`src/rtl/la_pkg.sv`:
```
// la_pkg: shared definitions for the logic analyzer readout path.
//   - la_tx_state_t : UART transmitter FSM states
//   - LA_WORD_W, LA_PROTO_MSB/LSB : capture word layout
//   - LA_PROTO_* : proto_id encodings carried in word[15:14]
//   - la_hi_byte() : first byte sent on the wire, {proto_id, 6'b0}
package la_pkg;

  localparam int LA_WORD_W    = 16;
  localparam int LA_PROTO_MSB = 15;
  localparam int LA_PROTO_LSB = 14;

  localparam logic [1:0] LA_PROTO_UART = 2'd0;
  localparam logic [1:0] LA_PROTO_SPI  = 2'd1;
  localparam logic [1:0] LA_PROTO_I2C  = 2'd2;
  localparam logic [1:0] LA_PROTO_NONE = 2'd3;

  typedef enum logic [2:0] {
    IDLE   = 3'd0,
    LOAD   = 3'd1,
    START  = 3'd2,
    DATA   = 3'd3,
    PARITY = 3'd4,
    STOP   = 3'd5
  } la_tx_state_t;

  // Reserved bits [13:8] never reach the wire; they are replaced by zeros.
  function automatic logic [7:0] la_hi_byte(input logic [1:0] proto);
    return {proto, 6'b0};
  endfunction

endpackage

```
`src/rtl/la_baud_tick.sv`:
```
// la_baud_tick: bit-period timer for la_uart_tx.
//   clk     : clock, rising edge
//   rst     : synchronous active-high reset
//   restart : forces the counter back to 0 (asserted on every FSM state change)
//   tick    : high on the last clock of a bit period (count == CLKS_PER_BIT-1)
module la_baud_tick #(
  parameter int CLKS_PER_BIT = 16
) (
  input  logic clk,
  input  logic rst,
  input  logic restart,
  output logic tick
);

  localparam int CNT_W = $clog2(CLKS_PER_BIT);
  localparam logic [CNT_W-1:0] LAST = CNT_W'(CLKS_PER_BIT - 1);

  logic [CNT_W-1:0] r_cnt;

  always_ff @(posedge clk) begin
    if (rst || restart) begin
      r_cnt <= '0;
    end else if (r_cnt == LAST) begin
      r_cnt <= '0;
    end else begin
      r_cnt <= r_cnt + CNT_W'(1);
    end
  end

  assign tick = (r_cnt == LAST);

endmodule

```
`src/rtl/la_uart_tx.sv`:
```
// la_uart_tx: drains 16-bit capture words from a show-ahead FIFO and sends
// each word as two UART bytes, high byte ({proto_id, 6'b0}) first, then
// the data byte. Framing is 8N1; with LA_UART_TX_PARITY_EN defined an even
// parity bit is inserted between the data bits and the stop bit.
//
// Ports:
//   clk, rst          : clock and synchronous active-high reset
//   enable            : allows new words to be popped (never aborts a word)
//   fifo_valid        : FIFO non-empty, fifo_word is the head word
//   fifo_word[15:0]   : head word {proto_id[1:0], reserved[5:0], data[7:0]}
//   fifo_rd           : one-cycle pop strobe, only ever asserted in IDLE
//   tx                : UART line, idles high
//   busy              : high from the cycle after the pop until back in IDLE
//   words_sent[7:0]   : completed words, wraps modulo 256
//   dbg_state         : current FSM state
//
// Handshake: the pop happens on the rising edge where fifo_valid && fifo_rd
// are both high; fifo_rd is combinational from IDLE && enable && fifo_valid,
// so the word is taken in the same cycle it is offered.
module la_uart_tx
  import la_pkg::*;
#(
  parameter int CLKS_PER_BIT = 16
) (
  input  logic                 clk,
  input  logic                 rst,
  input  logic                 enable,
  input  logic                 fifo_valid,
  input  logic [LA_WORD_W-1:0] fifo_word,
  output logic                 fifo_rd,
  output logic                 tx,
  output logic                 busy,
  output logic [7:0]           words_sent,
  output la_tx_state_t         dbg_state
);

  if (CLKS_PER_BIT < 2 || CLKS_PER_BIT > 65535) begin : g_bad_clks_per_bit
    $error("la_uart_tx: CLKS_PER_BIT must be in 2..65535");
  end

  la_tx_state_t r_state;
  la_tx_state_t w_next;

  logic [1:0] r_proto;
  logic [7:0] r_data;
  logic [7:0] r_shift;
  logic [2:0] r_bit_cnt;
  logic       r_byte_sel;
  logic [7:0] r_words_sent;
  logic       w_tick;
  logic       w_restart;
  logic       w_unused_rsvd;

`ifdef LA_UART_TX_PARITY_EN
  logic       r_parity;
`endif

  assign w_unused_rsvd = ^fifo_word[13:8];

  // Every state entry restarts the bit period.
  assign w_restart = (w_next != r_state);

  la_baud_tick #(
    .CLKS_PER_BIT(CLKS_PER_BIT)
  ) u_baud (
    .clk     (clk),
    .rst     (rst),
    .restart (w_restart),
    .tick    (w_tick)
  );

  always_ff @(posedge clk) begin
    if (rst) begin
      r_state <= IDLE;
    end else begin
      r_state <= w_next;
    end
  end

  always_comb begin
    w_next  = r_state;
    fifo_rd = 1'b0;
    tx      = 1'b1;
    case (r_state)
      IDLE: begin
        // Gated by rst so nothing is popped while reset is held.
        if (enable && fifo_valid && !rst) begin
          fifo_rd = 1'b1;
          w_next  = LOAD;
        end
      end
      LOAD: begin
        w_next = START;
      end
      START: begin
        tx = 1'b0;
        if (w_tick) w_next = DATA;
      end
      DATA: begin
        tx = r_shift[0];
        if (w_tick && (r_bit_cnt == 3'd7)) begin
`ifdef LA_UART_TX_PARITY_EN
          w_next = PARITY;
`else
          w_next = STOP;
`endif
        end
      end
`ifdef LA_UART_TX_PARITY_EN
      PARITY: begin
        tx = r_parity;
        if (w_tick) w_next = STOP;
      end
`endif
      STOP: begin
        if (w_tick) w_next = r_byte_sel ? IDLE : START;
      end
      default: begin
        w_next = IDLE;
      end
    endcase
  end

  always_ff @(posedge clk) begin
    if (rst) begin
      r_proto      <= '0;
      r_data       <= '0;
      r_shift      <= '0;
      r_bit_cnt    <= '0;
      r_byte_sel   <= 1'b0;
      r_words_sent <= '0;
`ifdef LA_UART_TX_PARITY_EN
      r_parity     <= 1'b0;
`endif
    end else begin
      case (r_state)
        IDLE: begin
          if (fifo_rd) begin
            r_proto    <= fifo_word[LA_PROTO_MSB:LA_PROTO_LSB];
            r_data     <= fifo_word[7:0];
            r_byte_sel <= 1'b0;
          end
        end
        LOAD: begin
          r_shift   <= la_hi_byte(r_proto);
          r_bit_cnt <= '0;
`ifdef LA_UART_TX_PARITY_EN
          r_parity  <= ^r_proto;
`endif
        end
        DATA: begin
          // Counter wraps 7 -> 0, so it is already clear for the next byte.
          if (w_tick) begin
            r_shift   <= {1'b0, r_shift[7:1]};
            r_bit_cnt <= r_bit_cnt + 3'd1;
          end
        end
        STOP: begin
          if (w_tick) begin
            if (!r_byte_sel) begin
              r_byte_sel <= 1'b1;
              r_shift    <= r_data;
`ifdef LA_UART_TX_PARITY_EN
              r_parity   <= ^r_data;
`endif
            end else begin
              r_words_sent <= r_words_sent + 8'd1;
            end
          end
        end
        default: ;
      endcase
    end
  end

  assign busy       = (r_state != IDLE);
  assign words_sent = r_words_sent;
  assign dbg_state  = r_state;

endmodule

```
`config.mk`:
```
export PLATFORM = sky130hd
export DESIGN_NAME = la_uart_tx
export DESIGN_NICKNAME = d
export VERILOG_FILES = /design/src/rtl/la_pkg.sv /design/src/rtl/la_baud_tick.sv /design/src/rtl/la_uart_tx.sv
export SDC_FILE = /design/constraint.sdc
export NUM_CORES = 1
export LEC_CHECK = 0
export BUFFER_PORTS_ARGS = -buffer_cell sky130_fd_sc_hd__clkbuf_2
export CORE_ASPECT_RATIO = 0.75
export CORE_MARGIN = 2
export CORE_UTILIZATION = 48
export CTS_CLUSTER_SIZE = 12
export DETAILED_ROUTE_END_ITERATION = 12
export PLACE_DENSITY = 0.73
export SLEW_MARGIN = 30
export SYNTH_ARGS = -nofsm -noshare
export SYNTH_HDL_FRONTEND = slang
export SYNTH_SLANG_ARGS = --single-unit
```
`constraint.sdc`:
```
create_clock -name clk -period 1.8 [get_ports clk]
set_input_delay 0.36 -clock clk [delete_from_list [all_inputs] [get_ports clk]]
set_output_delay 0.36 -clock clk [all_outputs]
set_load 0.01 [all_outputs]
```
Yosys cells after proc, flatten, opt, wreduce, memory -nomap -nowiden:

Index checks and enable logic that the tools add are counted.
W data, S select, Z words.

* flip-flop bits (word level): 37
* input port bits: 20
* output and inout bits: 14
* logic and storage cells: 56

* add/subtract/negate cells: 3
* equal/unequal tests: 11
* multiplexer cells: 18
* reductions and logical operators: 16

Operator list (number)
* $mux W8: 3
* $pmux W8 S3: 1
* $mux W3: 5
* $pmux W3 S5: 1
* $add A8 B1 Y8 const B: 1
* $ne A2 B2 Y1 const B: 4
* $eq A3 B2 Y1 const B: 2
* $eq A3 B3 Y1 const B: 2
* $pmux W3 S2: 1
* $reduce_and A3 Y1: 2
* $reduce_bool A3 Y1: 2
* $add A4 B1 Y4 const B: 1
* $eq A4 B4 Y1 const B: 1
* $mux W1: 4
* $pmux W1 S2: 2
* $reduce_and A2 Y1: 2
* $reduce_and A4 Y1: 1
* $reduce_bool A2 Y1: 2
* $add A3 B1 Y3 const B: 1
* $eq A3 B1 Y1 const B: 1
* $logic_and A1 B1 Y1: 3
* $logic_not A3 Y1: 1
* $ne A3 B3 Y1: 1
* $mux W2: 1
* other kinds (3): 3

Depth between registers and ports, before layout:

Gate-level depths: netlist of run 1.

* depth in word-level cells: 7
* depth in mapped cells: 6

Modules after synthesis:

From an unflattened synthesis of run 1, not the netlist that was laid out.

* cell total of the unflattened synthesis: 190
* area, all modules: 1691.6 sq um

By module, submodules not included
* la_uart_tx: instances 1, cells each 174, area each 1534.0 sq um
* la_baud_tick: instances 1, cells each 16, area each 157.7 sq um

Worst setup path before layout of run 1:

Ideal clock, no wire load.

* path type: register to register
* start point: register u_baud.r_cnt[0]
* end point: register r_words_sent[7], in the netlist words_sent[7]
* setup time: 70 ps
* arrival: 1671 ps
* required time: 1730 ps
* setup slack: 59 ps
* cell stages (with the launch flop): 6
* buffers on the path: 0
* cell sequence: dfxtp_1 -> ha_1 -> nand4_2 -> or4_4 -> or3_1 -> a21oi_1

* longest elaborated chain between the ends: 2

Ends and longest elaborated chain
* start, declared: line la_baud_tick.sv:18 `logic [CNT_W-1:0] r_cnt;`
* start signal, assigned: line la_baud_tick.sv:26 `r_cnt <= r_cnt + CNT_W'(1);`
* $eq A4 B4 Y1: line la_baud_tick.sv:30 `assign tick = (r_cnt == LAST);`
* $reduce_and A3 Y1 (no source line)
* end signal, assigned: line la_uart_tx.sv:167 `r_words_sent <= r_words_sent + 8'd1;`
* end, declared: line la_uart_tx.sv:49 `logic [7:0] r_words_sent;`

Every way passes these cells.
A chain may end at the register's enable or synchronous reset.

Worst setup path in the final report of run 1:

* start point: register r_state[2], in the netlist dbg_state[2]
* end point: output fifo_rd

* longest elaborated chain between the ends: 2

Ends and longest elaborated chain
* start, declared: line la_uart_tx.sv:41 `la_tx_state_t r_state;`
* start signal, assigned: line la_uart_tx.sv:76 `r_state <= w_next;`
* $logic_not A3 Y1: line la_uart_tx.sv:84 `case (r_state)`
* $mux W1: line la_uart_tx.sv:84
* end, declared: line la_uart_tx.sv:30 `output logic fifo_rd,`

Every way passes these cells.

==> results of run 1 <==
==> kinds of logic (layout without fill, tap and decap cells) <==
logic type / Yosys count / after routing / synth area share, %
buffers and inverters: 16 / 60 / 3.73
xor gates and xnor gates: 7 / 7 / 3.58
DFF: 37 / 37 / 43.3
adders and majority gates: 4 / 4 / 2.93
muxes: 2 / 2 / 1.17
AOI/OAI and AO/OA: 53 / 53 / 19.7
and+or+nand+nor: 83 / 83 / 25.6
==> metrics by stage <==
| step | instances | power, mW |
|---|---|---|
| floorplan | 202 | 0.928 |
| global placement | 277 | 0.972 |
| finish | 286 | 1.52 |
| detailed placement | 277 | 0.973 |
| CTS | 286 | 1.52 |
| global route | 286 | 1.58 |
==> sequential cells by signal, summed over array words and instances (netlist names) <==
register      cells
r_proto           2
r_shift           8
words_sent        8
r_bit_cnt         3
r_byte_sel        1
r_data            8
u_baud.r_cnt      4
dbg_state         3
==> area by class of cell <==
type	count	area, sq um	area share (%)
Clock inverter	2	10.0	0.476
Timing Repair Buffer	48	293	13.9
Clock buffer	6	72.6	3.45
Multi-Input combinational cell	149	917	43.6
Inverter	4	15.0	0.714
Sequential cell	37	744	35.4
Tap cell	40	50.0	2.38
==> power by group <==
part	switching [mW]	leakage (nW)	internal (mW)	total, mW
combinational	0.0581	0.488	0.0488	0.107
clock	0.288	0.0450	0.268	0.556
sequential	0.0143	0.301	0.840	0.854
total	0.360	0.834	1.16	1.52
==> layout by cell type, fill, tap and decap left out, types with 2 or more instances in the layout <==
cell      synthesis  layout
nor2b_1           4       4
nand2_1          18      18
ha_1              4       4
xnor2_1           3       3
o211ai_1          6       6
buf_4             0      21
a22o_1            6       6
inv_1             4       4
nor2_1           12      12
clkbuf_8          0       5
nand2b_1         11      11
nand4_1           3       3
nor3_1            7       7
nand3_1          16      16
mux2i_1           2       2
nor4_1            2       2
a22oi_1           2       2
a21oi_1          13      13
dfxtp_1          37      34
o31ai_1           3       3
dfxtp_2           0       3
clkinv_2          0       2
xor2_1            4       4
clkbuf_2          0      26
o21ai_0          15      15
==> routing by layer <==
layer	vias up	part of all wire (%)	GRT usage (%)
li1	813	-	-
met1	708	53	30.8
met2	45	41	27.8
met3	5	4.8	4.89
met4	0	0.89	6.35
met5	-	0	0
==> what timing repair did <==
item                                    CTS  global route
gates resized for setup                   0             6
setup buffers                             1             0
endpoints found under the setup margin    1             3
pin swaps                                 1             1
==> worst max-delay path, cell delays in order, from the launching register on <==
cell and delay, ns:
dfxtp_2 0.35, or3_4 0.42, nor3_4 0.19, buf_2 0.16
==> path summary, 6_finish.rpt <==
check / end / slack [ns] / depth (start not counted)
min reg2reg: u_baud.r_cnt[0]$_SDFF_PP0_ / 0.45 / 1
max: fifo_rd / 0.03 / 3
max reg2reg: words_sent[7]$_SDFFE_PP0P_ / 0.10 / 5
min: r_data[7]$_SDFFE_PP0P_ / 0.27 / 3
==> impl_results.md, run 1 <==
* Crit. End Element: output pin
* Clock-pin slew on the worst setup and hold paths at 0.07 ns
* First-pass GRT wire length at 6.56 mm
* Clock latency at the later pin of the worst-skew pair at 0.29 ns
* Row cnt at 18
* Peak supply drop at 0.000473 V
* Pwr Density at 722 nW/um^2
* Leakage power total at 0.834 nW
* # DRC at 0
* GRT Total Usage at 20.2%
* Endpoints failing setup at 0
* Initial Util at 51.0%
* Synth warn at 0
* Fin. Hold Viols at 0
* Number of fill cells at 317
* Seq/Total Area, Yosys at 43.3%
* Congestion Overflow GR at 0
* Clk sinks at 37
* Hold WS at 0.268 ns
* Syn Nets at 226
* Gate Count Post-Synth at 202
* Post-synth top area share at 43.3%
* Clock tree buffer depth at 2
* Post-DRT Antenna Nets at 0
* Hold crit path type: input pin to flip-flop
* Tightest Pin Transition at 0.471 ns
* Critical path class: flip-flop to output pin
* Fin crit share at 98.4%
* First-pass DRT Iterations at 4
* Crit path from: dbg_state[2]$_SDFF_PP0_
* Placement Setup Slack at 0.0834 ns
* Number of global-route vias before repair at 1471
* Diodes inserted at 0
* Die area at 4060 sq um
* Ys async rst share at 0%
* Ranking of synthesized cells by area: dfxtp_1 43%, nand3_1 4.7%, o21ai_0 4.4%
* Required @ worst endpoint at 1.44 ns
* WL/cell at 12.9 um
* Prevailing post-synth register cell: dfxtp_1
* Setup TNS at 0 ns
* Area after DPL at 2000 sq um
* Layout cells sized above 1 at 25.2%
* Cell variety after synth at 39
* Synth top cells by count: 37 x dfxtp_1, 18 x nand2_1, 16 x nand3_1, 15 x o21ai_0, 13 x a21oi_1
* CTS tree: built
* Layout Skew at 0.00252 ns
* Initial DRC Count at 84
* Largest net degree at the start of global routing at 25
* I/O Buffers at 27
* H-Tree Depth at 2
* Status: finished, final reports clean
* Reg-to-Reg Start: u_baud.r_cnt[1]$_SDFF_PP0_
* EDFF count, synth at 0
* DR vias at 1571
* HP Start: fifo_word[7]
* Post-route cell area at 2100 sq um
* Area Growth Syn to Fin at 22.9%
* Placer Congestion at 0.813
* Most common cell in the netlist: dfxtp_1
* Synth Register Bits at 37
* DR vias/cell at 5.49
* Avg Inst Size Synth at 8.47 sq um
* Hold-fix buffers, CTS at 0
* Die height at 55.7 um
* Post-layout worst setup margin at 0.0289 ns
* RSZ-0062 raised after global routing: yes
* Worst Path Arrival at 1.41 ns
* Layout Utilization at 62.6%
* Pins Over Slew Limit at 0
* Worst relative slew slack at 68.4%
* Max-cap violation count at 0
* Initial antenna violation count at 0
* Post-DP HPWL at 2.62 mm
* Io pins at 34
* FMAX at 565 MHz
* Synthesized area at 1710 sq um
* Yosys top cell by area: dfxtp_1
* Fin nets at 269
* CTS buffer count at 5
* DRT Wirelength at 3.70 mm
* Critical path launch point type: flip-flop
* Critical path fanouts, max at 6
* Core area at 3360 sq um
* Minimum clock period at 1.77 ns
* Die width at 72.9 um
* Root Buffer: clkbuf_8
Note: power is estimated with default switching activity, not from simulation.
==> run 2: changes to the inputs <==
- SETUP_SLACK_MARGIN: not set -> 0.1
==> run 2 against run 1 <==
Effect of this change:
- clock-buffer cell count is 1 lower
- setup slack better by 0.037 ns
- register-to-register slack better by 0.05 ns
- clock power is 4.1% lower
- sequential share of layout area is 0.074 points lower
- largest cell class unchanged
- critical path depth stayed put
- clock skew is 0.0067 ns higher
==> impl_results.md, run 2 (synthesized netlist as in run 1, its figures left out) <==
* Status: finished, final reports clean
* Area Growth Syn to Fin at 23.8%
* Worst Path Arrival at 1.37 ns (-0.04 ns)
* Placer Congestion at 0.837 (+3.0%)
* Layout Utilization at 63.1% (+0.45 points)
* Reg-to-Reg Start: u_baud.r_cnt[0]$_SDFF_PP0_
* First-pass GRT wire length at 6.60 mm (+0.53%)
* Setup TNS at 0 ns (unchanged)
* CTS buffer count at 5 (unchanged)
* Max-cap violation count at 0 (unchanged)
* I/O Buffers at 27 (unchanged)
* Reg area at 748 sq um (+0.50%)
* Clk sinks at 37 (unchanged)
* DRT Wirelength at 3.78 mm (+2.2%)
* Die area at 4060 sq um (unchanged)
* Layout cells sized above 1 at 26.1% (+0.92 points)
* H-Tree Depth at 2 (unchanged)
* Cells along the critical path: or3_4 -> nor3_4 -> buf_2
* Initial Util at 51.0% (unchanged)
* Required @ worst endpoint at 1.44 ns (about the same)
* Row cnt at 18 (unchanged)
* CP max-delay cell: or3_4
* CTS tree: built
* FMAX at 577 MHz (+2.1%)
* Crit. End Element: output pin
* HP Start: fifo_word[3]
* DR vias/cell at 5.58 (+1.5%)
* Worst-case reg-to-reg path depth at 5 (unchanged)
* Die width at 72.9 um (unchanged)
* Max incr delay on CP at 0.42 ns (about the same)
* Initial antenna violation count at 0 (unchanged)
* Commonest non-fill, non-tap cell in the layout: dfxtp_1
* Hold-fix buffers, CTS at 0 (unchanged)
* Root Buffer: clkbuf_8
* Clock latency at the later pin of the worst-skew pair at 0.29 ns (about the same)
* RSZ-0062 raised after global routing: yes
* Endpoints failing setup at 0 (unchanged)
* Leakage power total at 0.835 nW (about the same)
* Core area at 3360 sq um (unchanged)
* Peak supply drop at 0.000469 V (-0.95%)
* # DRC at 0 (unchanged)
* Hold crit path type: input pin to flip-flop
* Die height at 55.7 um (unchanged)
* RR Endpoint: words_sent[7]$_SDFFE_PP0P_
* Post-DRT Antenna Nets at 0 (unchanged)
* Layout Skew at 0.00923 ns (+0.00671 ns)
* Fin crit share at 96.3% (-2.1 points)
* Post-route total power at 1.50 mW (-1.1%)
* Io pins at 34 (unchanged)
* Critical path buffers and inverters at 1 (unchanged)
* Critical path fanouts, max at 6 (unchanged)
* WL/cell at 13.3 um (+2.6%)
* Hold path depth at 3 (unchanged)
* Critical path class: flip-flop to output pin
* Diodes inserted at 0 (unchanged)
* Flop-to-flop setup slack at 0.15 ns (+0.05 ns)
* First-pass DRT Iterations at 4 (unchanged)
* Pins Over Slew Limit at 0 (unchanged)
* Hold WS at 0.261 ns (-0.00669 ns)
* Post-DP HPWL at 2.58 mm (-1.3%)
* Footprint of the multi-input gates at 930 sq um (+1.4%)
* Hold Path End: r_data[3]$_SDFFE_PP0P_
* Worst relative slew slack at 67.2% (-1.2 points)
* GRT Total Usage at 20.7% (+0.49 points)
* Crit path max-delay family: simple AND/OR/NAND/NOR gates
* Fin nets at 270 (+0.37%)
* Congestion Overflow GR at 0 (unchanged)
* Clock tree buffer depth at 2 (unchanged)
* Clock-pin slew on the worst setup and hold paths at 0.07 ns (about the same)
* Most frequent cells in the layout: 33 x dfxtp_1, 26 x clkbuf_2, 22 x buf_4
* Number of fill cells at 282 (-11%)
* Fin. Hold Viols at 0 (unchanged)
* DR vias at 1589 (+1.1%)
* Pwr Density at 709 nW/um^2 (-1.8%)
* Tightest Pin Transition at 0.488 ns (+0.0173 ns)
* Number of global-route vias before repair at 1527 (+3.8%)
* Minimum clock period at 1.73 ns (-0.0372 ns)
* Initial DRC Count at 113 (+35%)
* Largest net degree at the start of global routing at 35 (+40%)
* Critical path launch point type: flip-flop
run 2: cell count changes in the layout (fill, tap and decap cells not counted):
cell / before / now
buf_4: 21 / 22
clkinv_2: 2 / 1
ha_4: 0 / 1
dfxtp_4: 0 / 1
ha_1: 4 / 3
clkbuf_1: 1 / 0
dfxtp_1: 34 / 33
run 2: final cells by class:
| class | count | share of cell area, % |
|---|---|---|
| well taps | 40 | 2.36 |
| clock inverters | 1 | 0.236 |
| clock buffers | 5 | 3.25 |
| multi-input cells | 149 | 43.9 |
| inverters | 4 | 0.709 |
| repair buffers | 49 | 14.2 |
| flip-flops and latches | 37 | 35.3 |
run 2: through the flow:
stage               instances  instance area (sq um)  setup slack [ns]
finish                    285                   2120            0.0661
floorplan                 202                   1720            0.0932
global placement          277                   2000             0.140
CTS                       285                   2100            0.0777
detailed placement        277                   2000            0.0911
global route              285                   2120            0.0342
run 2: repair_timing:
| item | 4_1_cts | 5_1_grt |
|---|---|---|
| pin swaps | 1 | 0 |
| setup buffers | 2 | 0 |
| endpoints found under the setup margin | 2 | 12 |
| resized for setup | 4 | 5 |
run 2: layer usage:
metal	vias to the layer above	GRT usage [%]	share of wire (%)	routed length, um
met5	-	0	0	0
met4	0	9.26	1.3	51
met3	7	4.71	4.7	177
met2	38	31.0	43	1640
met1	731	28.3	51	1920
li1	813	-	-	-
run 2: report_power, final:
group,leakage [nW],switching [mW],internal [mW]
combinational,0.493,0.0594,0.0519
clock,0.0399,0.279,0.255
sequential,0.302,0.0164,0.840
run 2: worst max path at each step:
stage                                    start                    endpoint  slack [ns]  cells past startpoint
global placement    u_baud.r_cnt[0]$_SDFF_PP0_  words_sent[7]$_SDFFE_PP0P_        0.14                      5
detailed placement  u_baud.r_cnt[0]$_SDFF_PP0_  words_sent[7]$_SDFFE_PP0P_        0.09                      5
CTS                    dbg_state[1]$_SDFF_PP0_                     fifo_rd        0.08                      3
global route           dbg_state[2]$_SDFF_PP0_                     fifo_rd        0.03                      3
finish                 dbg_state[2]$_SDFF_PP0_                     fifo_rd        0.07                      3
floorplan           u_baud.r_cnt[0]$_SDFF_PP0_  words_sent[7]$_SDFFE_PP0P_        0.09                      5
run 2: tightest hold or removal path: cells and delay by family:
kind                   cells  cell delay (ns)
AO/OA/AOI/OAI              1             0.05
buffers and inverters      1             0.07
AND/OR/NAND/NOR            1             0.03
==> run 3: changes to the inputs <==
- CORE_UTILIZATION: 48 -> 45
- PLACE_DENSITY: 0.73 -> not set
- PLACE_DENSITY_LB_ADDON: not set -> 0.08
- RECOVER_POWER: not set -> 50
==> run 3 against run 2 <==
Effect of this change:
- total power rose by 1.8%
- final area fell by 0.18%
- cell count is 4.6% higher
- die area grew 6.2%
- clock skew fell by 0.0040 ns
- critical endpoint unchanged
- largest cell class unchanged
==> impl_results.md, run 3 (synthesized netlist as in run 1, its figures left out) <==
* Status: finished, final reports clean
* Core area at 3660 sq um (+9.1%)
* Reg-to-Reg Start: u_baud.r_cnt[0]$_SDFF_PP0_
* Critical path class: flip-flop to output pin
* H-Tree Depth at 2 (unchanged)
* Die area at 4320 sq um (+6.2%)
* Post-DRT Antenna Nets at 0 (unchanged)
* Initial DRC Count at 120 (+6.2%)
* Row cnt at 19 (+1)
* Most frequent cells in the layout: 34 x dfxtp_1, 21 x clkbuf_2, 18 x nand2_1
* Peak supply drop at 0.000474 V (+1.2%)
* Layout Skew at 0.00524 ns (-0.00399 ns)
* # DRC at 0 (unchanged)
* Diodes inserted at 0 (unchanged)
* Leakage power total at 0.789 nW (-5.5%)
* DR vias/cell at 5.48 (-1.8%)
* Initial antenna violation count at 0 (unchanged)
* Congestion Overflow GR at 0 (unchanged)
* Hold crit path type: input pin to flip-flop
* Placer Congestion at 0.846 (+1.1%)
* Minimum clock period at 1.74 ns (+0.00512 ns)
* RR Endpoint: words_sent[7]$_SDFFE_PP0P_
* Max-cap violation count at 0 (unchanged)
* Tightest Pin Transition at 0.520 ns (+0.0321 ns)
* Die width at 75.2 um (+3.1%)
* Critical path fanouts, max at 3 (-3)
* Die height at 57.4 um (+3.0%)
* Post-DP HPWL at 3.02 mm (+17%)
* Layout Utilization at 57.7% (-5.4 points)
* GRT Total Usage at 21.9% (+1.1 points)
* Pwr Density at 723 nW/um^2 (+2.0%)
* Crit. End Element: output pin
* Fin. Hold Viols at 0 (unchanged)
* Pins Over Slew Limit at 0 (unchanged)
* Area Growth Syn to Fin at 23.6%
* Worst relative slew slack at 65.0% (-2.2 points)
* Reg power frac at 56.0% (-1.1 points)
* Clk pwr share at 36.3% (+0.8 points)
* Max incr delay on CP at 0.42 ns (about the same)
* First-pass GRT wire length at 7.04 mm (+6.7%)
* Setup TNS at 0 ns (unchanged)
* Combinational Power Share at 7.7% (+0.3 points)
* Clock tree buffer depth at 2 (unchanged)
* Crit path max-delay family: simple AND/OR/NAND/NOR gates
* Net Sw Power at 0.358 mW (+1.2%)
* Endpoints failing setup at 0 (unchanged)
* FMAX at 575 MHz (-0.29%)
* Clk sinks at 37 (unchanged)
* Worst Path Arrival at 1.38 ns (about the same)
* CTS tree: built
* WL/cell at 14.2 um (+7.1%)
* Flop-to-flop setup slack at 0.09 ns (-0.06 ns)
* Clock latency at the later pin of the worst-skew pair at 0.28 ns (about the same)
* Hold path depth at 3 (unchanged)
* Fin crit share at 96.6% (+0.28 points)
* Number of global-route vias before repair at 1531 (+0.26%)
* CP max-delay cell: or3_4
* First-pass DRT Iterations at 6 (+2)
* Worst-case reg-to-reg path depth at 5 (unchanged)
* Required @ worst endpoint at 1.44 ns (about the same)
* Fin nets at 269 (-0.37%)
* Cells along the critical path: or3_4 -> nor3_4 -> buf_2
* Largest net degree at the start of global routing at 35 (unchanged)
* DR vias at 1632 (+2.7%)
* Critical path buffers and inverters at 1 (unchanged)
* RSZ-0062 raised after global routing: yes
* Net Sw Frac at 23.5% (-0.15 points)
* Commonest non-fill, non-tap cell in the layout: dfxtp_1
* Root Buffer: clkbuf_8
* DRT Wirelength at 4.24 mm (+12%)
* Layout cells sized above 1 at 22.4% (-3.8 points)
* Clock-pin slew on the worst setup and hold paths at 0.07 ns (about the same)
* Initial Util at 46.7% (-4.3 points)
* Hold Path End: r_data[2]$_SDFFE_PP0P_
* Io pins at 34 (unchanged)
* Critical path launch point type: flip-flop
* HP Start: fifo_word[2]
* Hold-fix buffers, CTS at 0 (unchanged)
* Internal at 1.17 mW (+2.0%)
* CTS buffer count at 5 (unchanged)
* I/O Buffers at 27 (unchanged)
==> run 3: cell count changes in the layout (fill, tap and decap cells not counted), sizes merged <==
cell    change
clkinv      -1
clkbuf      +8
buf         -6
==> run 3: layout make-up <==
| type | count | area [sq um] |
|---|---|---|
| Inverter | 4 | 15.0 |
| Fill cell | 377 | 1550 |
| Tap cell | 52 | 65.1 |
| Sequential cell | 37 | 744 |
| Clock buffer | 8 | 80.1 |
| Multi-Input combinational cell | 149 | 941 |
| Timing Repair Buffer | 48 | 268 |
==> run 3: timing repair <==
action | CTS | global route
resized for setup | 5 | 8
setup buffers | 1 | 3
endpoints found under the setup margin | 4 | 14
pin swaps | 2 | 4
==> run 3: power by group through the flow <==
stage,Clock (mW),Sequential (mW),Combinational [mW]
3_3_place_gp,0,0.871,0.101
6_report,0.555,0.855,0.118
4_1_cts,0.562,0.854,0.111
3_5_place_dp,0,0.872,0.106
2_1_floorplan,0,0.869,0.0598
5_1_grt,0.607,0.857,0.132
==> run 3: worst max-delay path by stage <==
stage                                     from                          to  slack [ns]  cells after the start
finish                 dbg_state[1]$_SDFF_PP0_                     fifo_rd        0.06                      3
global route           dbg_state[1]$_SDFF_PP0_                     fifo_rd        0.01                      3
CTS                    dbg_state[1]$_SDFF_PP0_                     fifo_rd        0.03                      3
detailed placement  u_baud.r_cnt[0]$_SDFF_PP0_  words_sent[7]$_SDFFE_PP0P_         0.1                      5
global placement    u_baud.r_cnt[0]$_SDFF_PP0_  words_sent[7]$_SDFFE_PP0P_        0.14                      5
floorplan           u_baud.r_cnt[0]$_SDFF_PP0_  words_sent[7]$_SDFFE_PP0P_        0.09                      5
==> run 3: worst register-to-register path: cells and delay by family, from the launching register on <==
family | cells | cell delay [ns]
simple gates | 3 | 0.94
compound gates | 1 | 0.12
flops | 1 | 0.42
fa+ha+maj | 1 | 0.17
==> run 3: layer usage <==
| metal | track usage (%) | wire length, um | up-vias |
|---|---|---|---|
| met1 | 30.7 | 2030 | 772 |
| met2 | 31.0 | 1920 | 42 |
| met5 | 0 | 0 | - |
| met4 | 8.52 | 65 | 0 |
| li1 | - | - | 812 |
| met3 | 7.60 | 225 | 6 |
==> run 3: through the flow <==
step / area (sq um) / hold slack [ns] / power (mW) / std cells / setup WS, ns
2_1_floorplan: 1720 / 0.442 / 0.929 / 202 / 0.0932
3_3_place_gp: 1990 / 0.452 / 0.972 / 286 / 0.136
3_5_place_dp: 1990 / 0.460 / 0.978 / 286 / 0.0996
4_1_cts: 2090 / 0.267 / 1.53 / 295 / 0.0322
5_1_grt: 2110 / 0.267 / 1.60 / 298 / 0.0148
6_report: 2110 / 0.273 / 1.53 / 298 / 0.0609
